==> src/rtl/demux_stream.sv <==
// Registered 1-to-N stream demultiplexer: one output slot per channel, broadcast
// mode, and a saturating counter of words dropped for out-of-range selects.
module demux_stream #(
  parameter int N_CH   = 8,
  parameter int DATA_W = 8,
  parameter int CNT_W  = 8,
  localparam int SEL_W = $clog2(N_CH)
) (
  input  logic                     clk,
  input  logic                     rst,
  input  logic                     s_valid,
  output logic                     s_ready,
  input  logic [DATA_W-1:0]        s_data,
  input  logic [SEL_W-1:0]         s_sel,
  input  logic                     s_bcast,
  output logic [N_CH-1:0]          m_valid,
  input  logic [N_CH-1:0]          m_ready,
  output logic [N_CH*DATA_W-1:0]   m_data,
  output logic [CNT_W-1:0]         drop_cnt
);
  localparam int SEL_N = 1 << SEL_W;

  logic [N_CH-1:0]             r_valid;
  logic [N_CH-1:0][DATA_W-1:0] r_data;
  logic [CNT_W-1:0]            r_drop;

  logic [SEL_N-1:0] w_free;
  logic [N_CH-1:0]  w_load;
  logic             w_in_range;
  logic             w_acc;
  logic             w_drop;

  // Free-vector padded to the full select range so any s_sel indexes safely.
  always_comb begin
    w_free            = '0;
    w_free[N_CH-1:0]  = ~r_valid | m_ready;
  end

  assign w_in_range = 32'(s_sel) < N_CH;
  assign s_ready    = s_bcast    ? &w_free[N_CH-1:0] :
                      w_in_range ? w_free[s_sel]     : 1'b1;
  assign w_acc      = s_valid & s_ready;
  assign w_drop     = w_acc & ~s_bcast & ~w_in_range;

  for (genvar k = 0; k < N_CH; k++) begin : g_slot
    assign w_load[k] = w_acc & (s_bcast | (32'(s_sel) == k));

    // A load wins over a pop, so a draining slot is refilled in the same cycle.
    always_ff @(posedge clk or posedge rst) begin
      if (rst) begin
        r_valid[k] <= 1'b0;
        r_data[k]  <= '0;
      end else if (w_load[k]) begin
        r_valid[k] <= 1'b1;
        r_data[k]  <= s_data;
      end else if (r_valid[k] && m_ready[k]) begin
        r_valid[k] <= 1'b0;
        r_data[k]  <= '0;
      end
    end
  end

  always_ff @(posedge clk or posedge rst) begin
    if (rst)
      r_drop <= '0;
    else if (w_drop && r_drop != {CNT_W{1'b1}})
      r_drop <= r_drop + CNT_W'(1);
  end

  assign m_valid  = r_valid;
  assign m_data   = r_data;
  assign drop_cnt = r_drop;
endmodule

==> config.mk <==
export PLATFORM = sky130hd
export DESIGN_NAME = demux_stream
export DESIGN_NICKNAME = d
export VERILOG_FILES = /design/src/rtl/demux_stream.sv
export SDC_FILE = /design/constraint.sdc
export NUM_CORES = 1
export LEC_CHECK = 0
export CAP_MARGIN = 20
export CORE_UTILIZATION = 30
export DETAILED_ROUTE_END_ITERATION = 12
export PLACE_DENSITY = 0.62
export SYNTH_ARGS = -nofsm -noshare
export SYNTH_HDL_FRONTEND = slang
export SYNTH_SLANG_ARGS = --single-unit
==> constraint.sdc <==
create_clock -name clk -period 2 [get_ports clk]
set_input_delay 0.2 -clock clk [delete_from_list [all_inputs] [get_ports clk]]
set_output_delay 0.2 -clock clk [all_outputs]
set_load 0.1 [all_outputs]
# [Yosys cells after proc, flatten, opt, wreduce, memory -nomap -nowiden]
# Index checks and enable logic that the tools add are counted.
# W data, S select, Z words.
[op_classes] order_cmp=1 n_eq_ne=7 mux=35 n_bitwise=19 n_reduce_logical=18
[ops] op="$mux W8" n=16
[ops] op="$mux W1" n=18
[ops] op="$reduce_bool A2 Y1" n=8
[ops] op="$eq A3 B3 Y1 const B" n=4
[ops] op="$and A1 B1 Y1" n=9
[ops] op="$logic_and A1 B1 Y1" n=8
[ops] op="$not A8 Y8" n=1
[ops] op="$or A1 B1 Y1" n=8
[ops] op="$or A8 B8 Y8" n=1
[ops] op="$reduce_and A8 Y1" n=1
[ops] op="$eq A3 B2 Y1 const B" n=2
[ops] op="$lt A3 B4 Y1 const B" n=1
[ops] op="$bmux W1 S3" n=1
[ops] op="$eq A3 B1 Y1 const B" n=1
[ops] op="$logic_not A3 Y1" n=1
[word_totals] register_bits=72 output_inout_bits=81

# [Longest topological paths before layout]
# Gate-level depths: netlist of run 1.
[logic_depth] depth_word=8 mapped_depth=8 depth_no_buf=5

# [Worst setup path after synthesis of run 1]
# No wires, ideal clock.
[synth_timing] path_type="register to output" from="register r_valid[0], in the netlist m_valid[0]" to="output s_ready" arrival_ps=2583 required_time_ps=1800 path_slack_ps=-783 stages_incl_launch_ff=7 cell_sequence="dfrtp_1 or3b_2 a21o_1 nand2_2 buf_4 buf_4 nand2_1"
[synth_between] elab_chain_len=5
[synth_lines] element="from (decl)" line="23" rtl="logic [N_CH-1:0] r_valid;"
[synth_lines] element="from (signal, indexed assignment)" line="51" rtl="r_valid[k] <= 1'b0;"
[synth_lines] element="from (signal, indexed assignment)" line="54" rtl="r_valid[k] <= 1'b1;"
[synth_lines] element="from (signal, indexed assignment)" line="57" rtl="r_valid[k] <= 1'b0;"
[synth_lines] element="$not A8 Y8 (*)" line="36" rtl="w_free[N_CH-1:0] = ~r_valid | m_ready;"
[synth_lines] element="$or A8 B8 Y8 (*)" line="36"
[synth_lines] element="$bmux W1 S3" line="41" rtl="w_in_range ? w_free[s_sel] : 1'b1;"
[synth_lines] element="$mux W1 (implied by the code)" line="41"
[synth_lines] element="$mux W1 (*)" line="40" rtl="assign s_ready = s_bcast ? &w_free[N_CH-1:0] :"
[synth_lines] element="to (decl)" line="12" rtl="output logic s_ready,"
# Mark *: on every way between the ends. The rest lies on a longest branch, timed or not. The select of a mux whose other input is x is not followed.

# [Worst setup path in the final report of run 1]
[layout_timing] from="register r_valid[5], in the netlist m_valid[5]" to="register r_data (netlist bit m_data[17])"
[layout_between] elab_chain_len=8
[layout_lines] element="$not A8 Y8 (*)" line="36"
[layout_lines] element="$or A8 B8 Y8 (*)" line="36"
[layout_lines] element="$bmux W1 S3" line="41"
[layout_lines] element="$mux W1 (implied by the code)" line="41"
[layout_lines] element="$mux W1 (*)" line="40"
[layout_lines] element="$and A1 B1 Y1 (*)" line="42" rtl="assign w_acc = s_valid & s_ready;"
[layout_lines] element="$and A1 B1 Y1 (*)" line="46" rtl="assign w_load[k] = w_acc & (s_bcast | (32'(s_sel) == k));"
[layout_lines] element="$mux W8 or $reduce_bool A2 Y1 (tied branches)"
[layout_lines] element="to (signal, indexed assignment)" line="55" rtl="r_data[k] <= s_data;"
[layout_lines] element="to (decl)" line="24" rtl="logic [N_CH-1:0][DATA_W-1:0] r_data;"
# Marked as above.
# A chain may end at the register's enable or synchronous reset.

==> summary.md, run 1 <==
| Metric | Value |
|---|---|
| Area Overhead vs Synth | `44.2%` |
| Vias in the first global route | `between 3,000 and 4,000` |
| Mapped Cells | `between 300 and 400` |
| FP Rows | `41` |
| Grt met1 use | `roughly 26%` |
| Root Driver | `clkbuf_16` |
| ANT cells | `0` |
| CP Data Arrival Time | `approximately 2.2 ns` |
| Slew Limit Fails | `0` |
| All-Layer GR Usage | `~20%` |
| Worst setup SP type | `register` |
| Post-layout min period | `about 2 ns` |
| Tcrit/Tclk final | `a little under 100%` |
| Layout filler cell count | `around 1,200` |
| Overflow after GRT | `0` |
| Via count | `between 3,000 and 4,000` |
| Clk sinks | `between 70 and 80` |
| Setup repair after global routing missed its margin | `yes` |
| Die width | `around 120 um` |
| Final TNS setup | `0 ns` |
| GPL Wtd Cong | `approximately 0.85` |
| Core box area | `~13,000 sq um` |
| H-tree depth | `3` |
| Min-Delay Path Class | `in2async` |
| GRT met2 Usage | `32.9%` |
| Area share of the largest cell type after synthesis | `46.7%` |
| Synth top area cells | `dfrtp_1 (47%), o221ai_1 (12%), o211ai_1 (10%), nand3_1 (7.0%), nand2_1 (3.0%)` |
| I/O pin count | `around 100` |
| Post-synth top cells | `dfrtp_1 (72), nand3_1 (54), o211ai_1 (53), o221ai_1 (53), nand2_1 (31)` |
| Final hold violations | `0` |
| Max Cap Viol | `0` |
| First-pass GRT wire length | `approximately 20 mm` |
| DR iter-0 viols | `approximately 310` |
| Clock buffer depth | `2` |
| Post-DP HPWL | `8.88 mm` |
| Post-route ant nets | `0` |
| Hold Buf Count CTS | `0` |
| Yosys reg bits | `72` |
| Outcome | `complete, no violations` |
| DIE HEIGHT | `~120 um` |
| Commonest register cell after synthesis | `dfrtp_1` |
| Critical path class | `reg2reg` |
| CTS tree | `yes` |
| Post-Syn Area | `a little under 4000 sq um` |
| Yosys synthesis warning count | `0` |
| Yosys top cell by area | `dfrtp_1` |
| Setup Skew | `about 0.0063 ns` |
| Final net count | `~530` |
| CP Data Required Time | `~2.3 ns` |
| Post-Route WL | `13.1 mm` |
| Remaining DRCs | `0` |
| Via density | `5.62` |
| Pin count of the biggest net entering global routing | `57` |
| Syn avg cell area | `approximately 9.9 sq um` |
| Total CTS buffers | `9` |
| CP endpoint kind | `register` |
| GR peak layer | `met2` |
| First-pass DRT Iterations | `5` |
| Worst-path clk slew | `~0.060 ns` |
| Relative slew slack | `59.8%` |
| Sequential-to-total area share from yosys stat | `46.7%` |
| Reg2Reg Depth | `7` |
| Max Clk Rate | `between 0.5 and 0.6 GHz` |
| Share of layout cells above drive strength 1 | `between 30 and 40%` |
| # setup viols final | `0` |
| GR Util met3 | `between 5 and 6%` |
| Starting Density | `30.7%` |
| Most numerous cell in the Yosys netlist | `dfrtp_1` |
| DIE AREA | `13,300 sq um` |
| CP max FO | `8` |
| Initial antenna violation count | `0` |
| Worst-Skew Late Latency | `about 0.34 ns` |
| EDFF count, synth | `0` |
| Least-Margin Pin Slew | `about 0.6 ns` |
| Synth async-reset ratio | `100%` |
| Distinct cell type count after synthesis | `37` |
| Port Buffers | `95` |
| DR WL/cell | `about 19 um` |
-- metrics by stage --
stage	std cells	worst slack (ns)	util (%)	hold slack, ns	cell area (sq um)
final	682	0.0322	44.3	0.275	5560
after global routing	682	-0.0391	44.3	0.333	5560
after CTS	680	0.00382	44.0	0.288	5520
after detailed placement	659	-0.299	40.4	0.528	5080
after global placement	659	-0.256	40.4	0.515	5080
after floorplan	395	-0.0906	-	0.331	3960
-- cell families after synthesis --
family / count (synthesis) / share of synthesized area (%)
compound gates: 140 / 29.5
buf+inv: 54 / 7.17
flops: 72 / 46.7
other cells: 1 / 0.0972
mux: 8 / 2.08
simple gates: 113 / 14.4
-- final timing paths --
| path | slack [ns] | start | endpoint |
|---|---|---|---|
| hold / removal | 0.28 | rst | m_valid[7]$_DFFE_PP0P_ |
| hold reg to reg | 0.54 | m_data[18]$_DFFE_PP0P_ | m_data[18]$_DFFE_PP0P_ |
| setup reg to reg | 0.03 | m_valid[5]$_DFFE_PP0P_ | m_data[17]$_DFFE_PP0P_ |
| min in group clk | 0.45 | s_data[6] | m_data[22]$_DFFE_PP0P_ |
| setup / recovery | 0.03 | m_valid[5]$_DFFE_PP0P_ | m_data[17]$_DFFE_PP0P_ |
| max in group asynchronous | 1.20 | rst | m_valid[4]$_DFFE_PP0P_ |
-- area by class of cell --
| class | count | area (sq um) | area share, % |
|---|---|---|---|
| multi-input combinational | 269 | 1910 | 34.4 |
| tap | 172 | 215 | 3.87 |
| sequential | 72 | 1830 | 32.8 |
| timing repair buffer | 141 | 1200 | 21.7 |
| clock inverter | 5 | 103 | 1.84 |
| clock buffer | 11 | 253 | 4.54 |
| inverter | 12 | 48.8 | 0.877 |
-- metal layers --
metal	up-vias	part of all wire [%]	wire, um
met5	-	0	0
met4	0	3.1	402
met3	31	6.5	851
met2	152	49	6370
met1	1893	42	5480
li1	1754	-	-
-- layout by cell type, fill, tap and decap left out, types with 7 or more instances in the layout --
cell	netlist	final
buf_4	13	111
mux2i_1	8	7
nand2_1	31	29
o221ai_1	53	53
buf_12	0	7
o211ai_1	53	53
clkdlybuf4s50_1	0	19
inv_1	12	11
nand3_1	54	54
dfrtp_1	72	64
o21ai_0	8	8
clkbuf_16	0	9
conb_1	1	8
-- repair_timing --
item | 4_1_cts | 5_1_grt
buffers inserted | 5 | 3
gates resized for setup | 13 | 8
pin swaps | 4 | 6
endpoints found under the setup margin | 1 | 49
endpoints found under the hold margin | 0 | 0
-- worst max-delay path: stages, from the launching register on --
cell	delay (ns)
dfrtp_4	0.47
or3b_4	0.25
a21oi_4	0.06
or2_4	0.24
buf_12	0.14
a311oi_4	0.34
buf_12	0.18
mux2i_2	0.21
-- flip-flops by register name, summed over array words and instances, names as in the netlist --
name     flops
m_data      64
m_valid      8
Power of run 1 is left out: the tool's default activity adds up to more than one toggle a clock period on the data nets, which glitch-free logic cannot reach.
==> run 2, diff against run 1 <==
--- a/config.mk
+++ b/config.mk
@@ -5,10 +5,12 @@
 export SDC_FILE = /design/constraint.sdc
 export NUM_CORES = 1
 export LEC_CHECK = 0
-export CAP_MARGIN = 20
+export CAP_MARGIN = 10
+export CELL_PAD_IN_SITES_DETAIL_PLACEMENT = 0
+export CELL_PAD_IN_SITES_GLOBAL_PLACEMENT = 1
 export CORE_UTILIZATION = 30
 export DETAILED_ROUTE_END_ITERATION = 12
-export PLACE_DENSITY = 0.62
+export PLACE_DENSITY = 0.76
 export SYNTH_ARGS = -nofsm -noshare
 export SYNTH_HDL_FRONTEND = slang
 export SYNTH_SLANG_ARGS = --single-unit
==> constraint.sdc (replaced) <==
create_clock -name clk -period 1.8 [get_ports clk]
set_input_delay 0.18 -clock clk [delete_from_list [all_inputs] [get_ports clk]]
set_output_delay 0.18 -clock clk [all_outputs]
set_load 0.1 [all_outputs]
==> summary.md, run 2 (synthesis gave the netlist of run 1 again) <==
| Metric | Value |
|---|---|
| Outcome | `finished with violations (was complete, no violations)` |
| Failing checks | `setup timing` |
| Setup ws final | `-0.120 ns (was 0.0322 ns)` |
| CP max FO | `3 (was 8)` |
| Critical R2R Capture | `m_valid[5]$_DFFE_PP0P_ (was m_data[17]$_DFFE_PP0P_)` |
| Post-Route WL | `14.2 mm (was 13.1 mm)` |
| CP Data Arrival Time | `1.74 ns (was 2.22 ns)` |
| CTS tree | `yes (unchanged)` |
| Post-route ant nets | `0 (unchanged)` |
| CP Data Required Time | `1.62 ns (was 2.25 ns)` |
| Final Instance Count excl. Fillers | `706 (was 682)` |
| All-Layer GR Usage | `21.3% (was 20.5%)` |
| Overflow after GRT | `0 (unchanged)` |
| Max Clk Rate | `0.521 GHz` |
| GPL Wtd Cong | `0.881 (was 0.854)` |
| GR Util met3 | `4.22% (was 5.06%)` |
| Dpl ws | `-0.465 ns (was -0.299 ns)` |
| Critical path class | `reg2out (was reg2reg)` |
| Area Overhead vs Synth | `62.2% (was 44.2%)` |
| DR iter-0 viols | `210 (was 311)` |
| Placed cell count | `678 (was 659)` |
| Final hold violations | `0 (unchanged)` |
| # setup viols final | `71 (was 0)` |
| Via count | `3,956 (was 3,830)` |
| Post-layout min period | `between 1.5 and 2 ns` |
| Commonest non-fill, non-tap cells in the layout | `buf_4 (119), dfrtp_1 (64), o211ai_1 (53) (was buf_4 (111), dfrtp_1 (64), nand3_1 (54))` |
| First-pass GRT wire length | `21.4 mm (was 20.5 mm)` |
| Starting Density | `30.7% (unchanged)` |
| Die width | `115 um (unchanged)` |
| Core box area | `12,600 sq um (unchanged)` |
| Port Buffers | `95 (unchanged)` |
| Remaining DRCs | `0 (unchanged)` |
| DIE HEIGHT | `115 um (unchanged)` |
| DR WL/cell | `20.1 um (was 19.2 um)` |
| Tcrit/Tclk final | `107%` |
| Grt met1 use | `26.7% (was 25.8%)` |
| ANT cells | `0 (unchanged)` |
| FF-to-FF Start | `m_valid[5]$_DFFE_PP0P_ (unchanged)` |
| Slew Limit Fails | `0 (unchanged)` |
| FP Rows | `41 (unchanged)` |
| Reg2Reg Depth | `8 (was 7)` |
| Root Driver | `clkbuf_16 (unchanged)` |
| Worst-path clk slew | `0.06 ns (about the same)` |
| Via density | `5.60 (was 5.62)` |
| Largest register FFs | `64 (unchanged)` |
| DIE AREA | `13,300 sq um (unchanged)` |
| I/O pin count | `104 (unchanged)` |
| Initial antenna violation count | `0 (unchanged)` |
| Final net count | `552 (was 528)` |
| Vias in the first global route | `3,940 (was 3,781)` |
| Min-Delay Path Class | `in2async (unchanged)` |
| Most common cell after layout, fill and taps aside | `buf_4 (unchanged)` |
| GRT met2 Usage | `36.5% (was 32.9%)` |
| Post-DP HPWL | `8.88 mm (about the same)` |
| Least-Margin Pin Slew | `0.610 ns (was 0.603 ns)` |
| Pin count of the biggest net entering global routing | `73 (was 57)` |
| First-pass DRT Iterations | `4 (was 5)` |
| Setup slack, reg-to-reg | `-0.12 ns (was 0.03 ns)` |
| Total CTS buffers | `9 (unchanged)` |
| Clock buffer depth | `2 (unchanged)` |
| Share of layout cells above drive strength 1 | `47.4% (was 33.3%)` |
| CP endpoint kind | `output pin (was register)` |
| Setup Skew | `0.00809 ns (was 0.00632 ns)` |
| Relative slew slack | `59.2% (was 59.8%)` |
| H-tree depth | `3 (unchanged)` |
| Setup repair after global routing missed its margin | `yes (unchanged)` |
| GR peak layer | `met2 (unchanged)` |
| Worst-Skew Late Latency | `0.33 ns (was 0.34 ns)` |
| Clk sinks | `72 (unchanged)` |
| Worst setup SP type | `register (unchanged)` |
| Max Cap Viol | `0 (unchanged)` |
## run 2: cell types whose count changed in the layout (fill, tap and decap cells not counted), sizes merged
cell,change
buf,+22
bufinv,-1
clkbuf,+1
clkdlybuf4s50,+1
clkinv,+2
dlymetal6s2s,-1
## run 2: worst max-delay path by stage
stage / from / to / cells after the start
floorplan: m_valid[1]$_DFFE_PP0P_ / m_data[16]$_DFFE_PP0P_ / 5
global placement: s_sel[1] / m_data[55]$_DFFE_PP0P_ / 7
detailed placement: s_sel[1] / m_data[55]$_DFFE_PP0P_ / 7
CTS: m_valid[6]$_DFFE_PP0P_ / m_data[18]$_DFFE_PP0P_ / 6
global route: m_valid[6]$_DFFE_PP0P_ / m_data[3]$_DFFE_PP0P_ / 7
finish: m_valid[0]$_DFFE_PP0P_ / s_ready / 6
## run 2: area by class of cell
class,count,area [sq um]
well taps,172,215
fillers,1136,6310
multi-input cells,269,2280
inverters,12,48.8
clock inverters,6,82.6
repair buffers,165,1560
flip-flops and latches,72,1830
clock buffers,10,239
## run 2: repair_timing
item                       CTS  global route
setup endpoints to repair   70            73
pin swaps                   26            15
hold buffers                 0             0
gates cloned                 3             2
gates resized for setup     65            24
buffers inserted             5             4
## run 2: critical path, stage by stage (launching register included)
cell and delay (ns):
dfrtp_4 0.41, or3b_4 0.37, a21o_1 0.23, nand2_4 0.09, buf_8 0.10, nand2_4 0.05
buf_12 0.16
## run 2: stage by stage
| step | util (%) | hold WS (ns) | setup TNS, ns | instance area, sq um |
|---|---|---|---|---|
| 2_1_floorplan | - | 0.311 | -9.81 | 4100 |
| 3_3_place_gp | 42.3 | 0.517 | -27.05 | 5310 |
| 3_5_place_dp | 42.3 | 0.520 | -28.91 | 5310 |
| 4_1_cts | 48.4 | 0.322 | -2.64 | 6090 |
| 5_1_grt | 49.8 | 0.355 | -9.51 | 6250 |
| 6_report | 49.8 | 0.294 | -4.43 | 6250 |
## run 2: layer usage
metal  part of all wire, %  wire, um
met1                    41      5880
met2                    51      7230
met3                   5.2       731
met4                   2.4       340
met5                     0         0
Power of run 2 is left out for the same reason.
==> run 3, diff against run 2 <==
--- a/config.mk
+++ b/config.mk
@@ -10,7 +10,7 @@
 export CELL_PAD_IN_SITES_GLOBAL_PLACEMENT = 1
 export CORE_UTILIZATION = 30
 export DETAILED_ROUTE_END_ITERATION = 12
-export PLACE_DENSITY = 0.76
+export PLACE_DENSITY = 0.74
 export SYNTH_ARGS = -nofsm -noshare
 export SYNTH_HDL_FRONTEND = slang
 export SYNTH_SLANG_ARGS = --single-unit
==> constraint.sdc (replaced) <==
create_clock -name clk -period 2.1 [get_ports clk]
set_input_delay 0.21 -clock clk [delete_from_list [all_inputs] [get_ports clk]]
set_output_delay 0.21 -clock clk [all_outputs]
set_load 0.1 [all_outputs]
==> summary.md, run 3 (synthesis gave the netlist of run 1 again) <==
| Metric | Value |
|---|---|
| FP Rows | `41 (unchanged)` |
| Critical path class | `reg2out (unchanged)` |
| Fin util | `43.1% (was 49.8%)` |
| Die width | `115 um (unchanged)` |
| Starting Density | `30.7% (unchanged)` |
| Post-layout min period | `2.07 ns` |
| Port Buffers | `95 (unchanged)` |
| Worst-path clk slew | `0.06 ns (about the same)` |
| Core box area | `12,600 sq um (unchanged)` |
| I/O pin count | `104 (unchanged)` |
| Setup repair after global routing missed its margin | `yes (unchanged)` |
| Via density | `5.59 (was 5.60)` |
| Setup Skew | `0.00724 ns (was 0.00809 ns)` |
| GPL Wtd Cong | `0.807 (was 0.881)` |
| Commonest non-fill, non-tap cells in the layout | `buf_4 (113), dfrtp_1 (64), nand3_1 (54) (was buf_4 (119), dfrtp_1 (64), o211ai_1 (53))` |
| Final TNS setup | `0 ns (was -4.43 ns)` |
| Tcrit/Tclk final | `98.7%` |
| Via count | `3,805 (was 3,956)` |
| Min-Delay Path Class | `in2async (unchanged)` |
| Slew Limit Fails | `0 (unchanged)` |
| CP Data Required Time | `1.89 ns (was 1.62 ns)` |
| FF-to-FF Start | `m_valid[0]$_DFFE_PP0P_ (was m_valid[5]$_DFFE_PP0P_)` |
| Reg2Reg Depth | `6 (was 8)` |
| CP Data Arrival Time | `1.86 ns (was 1.74 ns)` |
| All-Layer GR Usage | `20.0% (was 21.3%)` |
| Hold Buf Count CTS | `0 (unchanged)` |
| Vias in the first global route | `3,767 (was 3,940)` |
| Initial antenna violation count | `0 (unchanged)` |
| Most common cell after layout, fill and taps aside | `buf_4 (unchanged)` |
| First-pass DRT Iterations | `9 (was 4)` |
| DR iter-0 viols | `283 (was 210)` |
| Area Overhead vs Synth | `40.4% (was 62.2%)` |
| Least-Margin Pin Slew | `0.653 ns (was 0.610 ns)` |
| Worst-Skew Late Latency | `0.33 ns (about the same)` |
| Final hold violations | `0 (unchanged)` |
| Largest register FFs | `64 (unchanged)` |
| Total CTS buffers | `9 (unchanged)` |
| Overflow after GRT | `0 (unchanged)` |
| First-pass GRT wire length | `20.2 mm (was 21.4 mm)` |
| Post-route ant nets | `0 (unchanged)` |
| Root Driver | `clkbuf_16 (unchanged)` |
| Clk sinks | `72 (unchanged)` |
| Relative slew slack | `56.3% (was 59.2%)` |
| Dpl ws | `-0.194 ns (was -0.465 ns)` |
| Worst setup SP type | `register (unchanged)` |
| DR WL/cell | `19.1 um (was 20.1 um)` |
| Critical R2R Capture | `m_data[30]$_DFFE_PP0P_ (was m_valid[5]$_DFFE_PP0P_)` |
| Pin count of the biggest net entering global routing | `57 (was 73)` |
| Max Cap Viol | `0 (unchanged)` |
| # setup viols final | `0 (was 71)` |
| CP max FO | `4 (was 3)` |
| DIE AREA | `13,300 sq um (unchanged)` |
| Post-DP HPWL | `8.91 mm (was 8.88 mm)` |
| Share of layout cells above drive strength 1 | `31.8% (was 47.4%)` |
| Outcome | `finished with violations (unchanged)` |
| ANT cells | `0 (unchanged)` |
| CP endpoint kind | `output pin (unchanged)` |
| Post-Route WL | `13.0 mm (was 14.2 mm)` |
| DIE HEIGHT | `115 um (unchanged)` |
| H-tree depth | `3 (unchanged)` |
| Setup slack, reg-to-reg | `0.10 ns (was -0.12 ns)` |
| CTS tree | `yes (unchanged)` |
| Failing checks | `DRC (was setup timing)` |
| Max Clk Rate | `slightly below 0.5 GHz` |
| Setup ws final | `0.0271 ns (was -0.120 ns)` |
| Remaining DRCs | `2 (was 0)` |
| Final net count | `527 (was 552)` |
| Clock buffer depth | `2 (unchanged)` |
run 3: changes by cell type in the layout (fill, tap and decap cells not counted), moves of 4 or more:
cell and delta:
buf_12 -8, buf_4 -6, buf_6 -4, nand3_1 +11, nand3_2 -11, o21ai_0 +8, o21ai_2 -6, o221ai_1 +36
o221ai_2 -36
run 3: final cells by class:
| cell class | count | area, sq um |
|---|---|---|
| inverters | 12 | 48.8 |
| flip-flops and latches | 72 | 1830 |
| repair buffers | 140 | 1160 |
| clock buffers | 10 | 229 |
| fillers | 1216 | 7160 |
| multi-input cells | 269 | 1870 |
| clock inverters | 6 | 61.3 |
| well taps | 172 | 215 |
run 3: worst max-delay path by stage:
stage	startpoint	endpoint	slack [ns]	cells past startpoint
floorplan	m_valid[0]$_DFFE_PP0P_	s_ready	-0.0006	6
global placement	s_sel[1]	m_valid[0]$_DFFE_PP0P_	-0.15	7
detailed placement	s_sel[1]	m_data[50]$_DFFE_PP0P_	-0.19	7
CTS	m_valid[5]$_DFFE_PP0P_	s_ready	0.002	6
global route	m_valid[5]$_DFFE_PP0P_	s_ready	-0.008	6
finish	m_valid[5]$_DFFE_PP0P_	s_ready	0.03	6
run 3: layer usage:
| metal | global-route usage (%) | up-vias | routed length (um) | part of all wire [%] |
|---|---|---|---|---|
| met4 | 6.75 | 0 | 223 | 1.7 |
| met5 | 0 | - | 0 | 0 |
| met2 | 31.9 | 136 | 6240 | 48 |
| met1 | 27.2 | 1902 | 5780 | 45 |
| met3 | 3.95 | 17 | 737 | 5.7 |
| li1 | - | 1750 | - | - |
run 3: critical path: stages, from the launching register on:
cell and delay, ns:
dfrtp_4 0.43, or3b_2 0.47, a21oi_2 0.17, nor2_2 0.09, nor2_4 0.14, nand2_4 0.08
buf_12 0.16
run 3: repair_timing:
| action | CTS | global route |
|---|---|---|
| setup buffers | 2 | 0 |
| pin swaps | 3 | 1 |
| endpoints found under the setup margin | 1 | 2 |
| gates resized for setup | 6 | 2 |
run 3: metrics by stage:
step           cell area, sq um  hold slack [ns]  std cells
5_1_grt                    5410            0.292        681
4_1_cts                    5400            0.274        681
2_1_floorplan              3950            0.341        395
3_5_place_dp               5070            0.523        663
6_report                   5410            0.261        681
3_3_place_gp               5070            0.513        663
Power of run 3 is left out for the same reason.
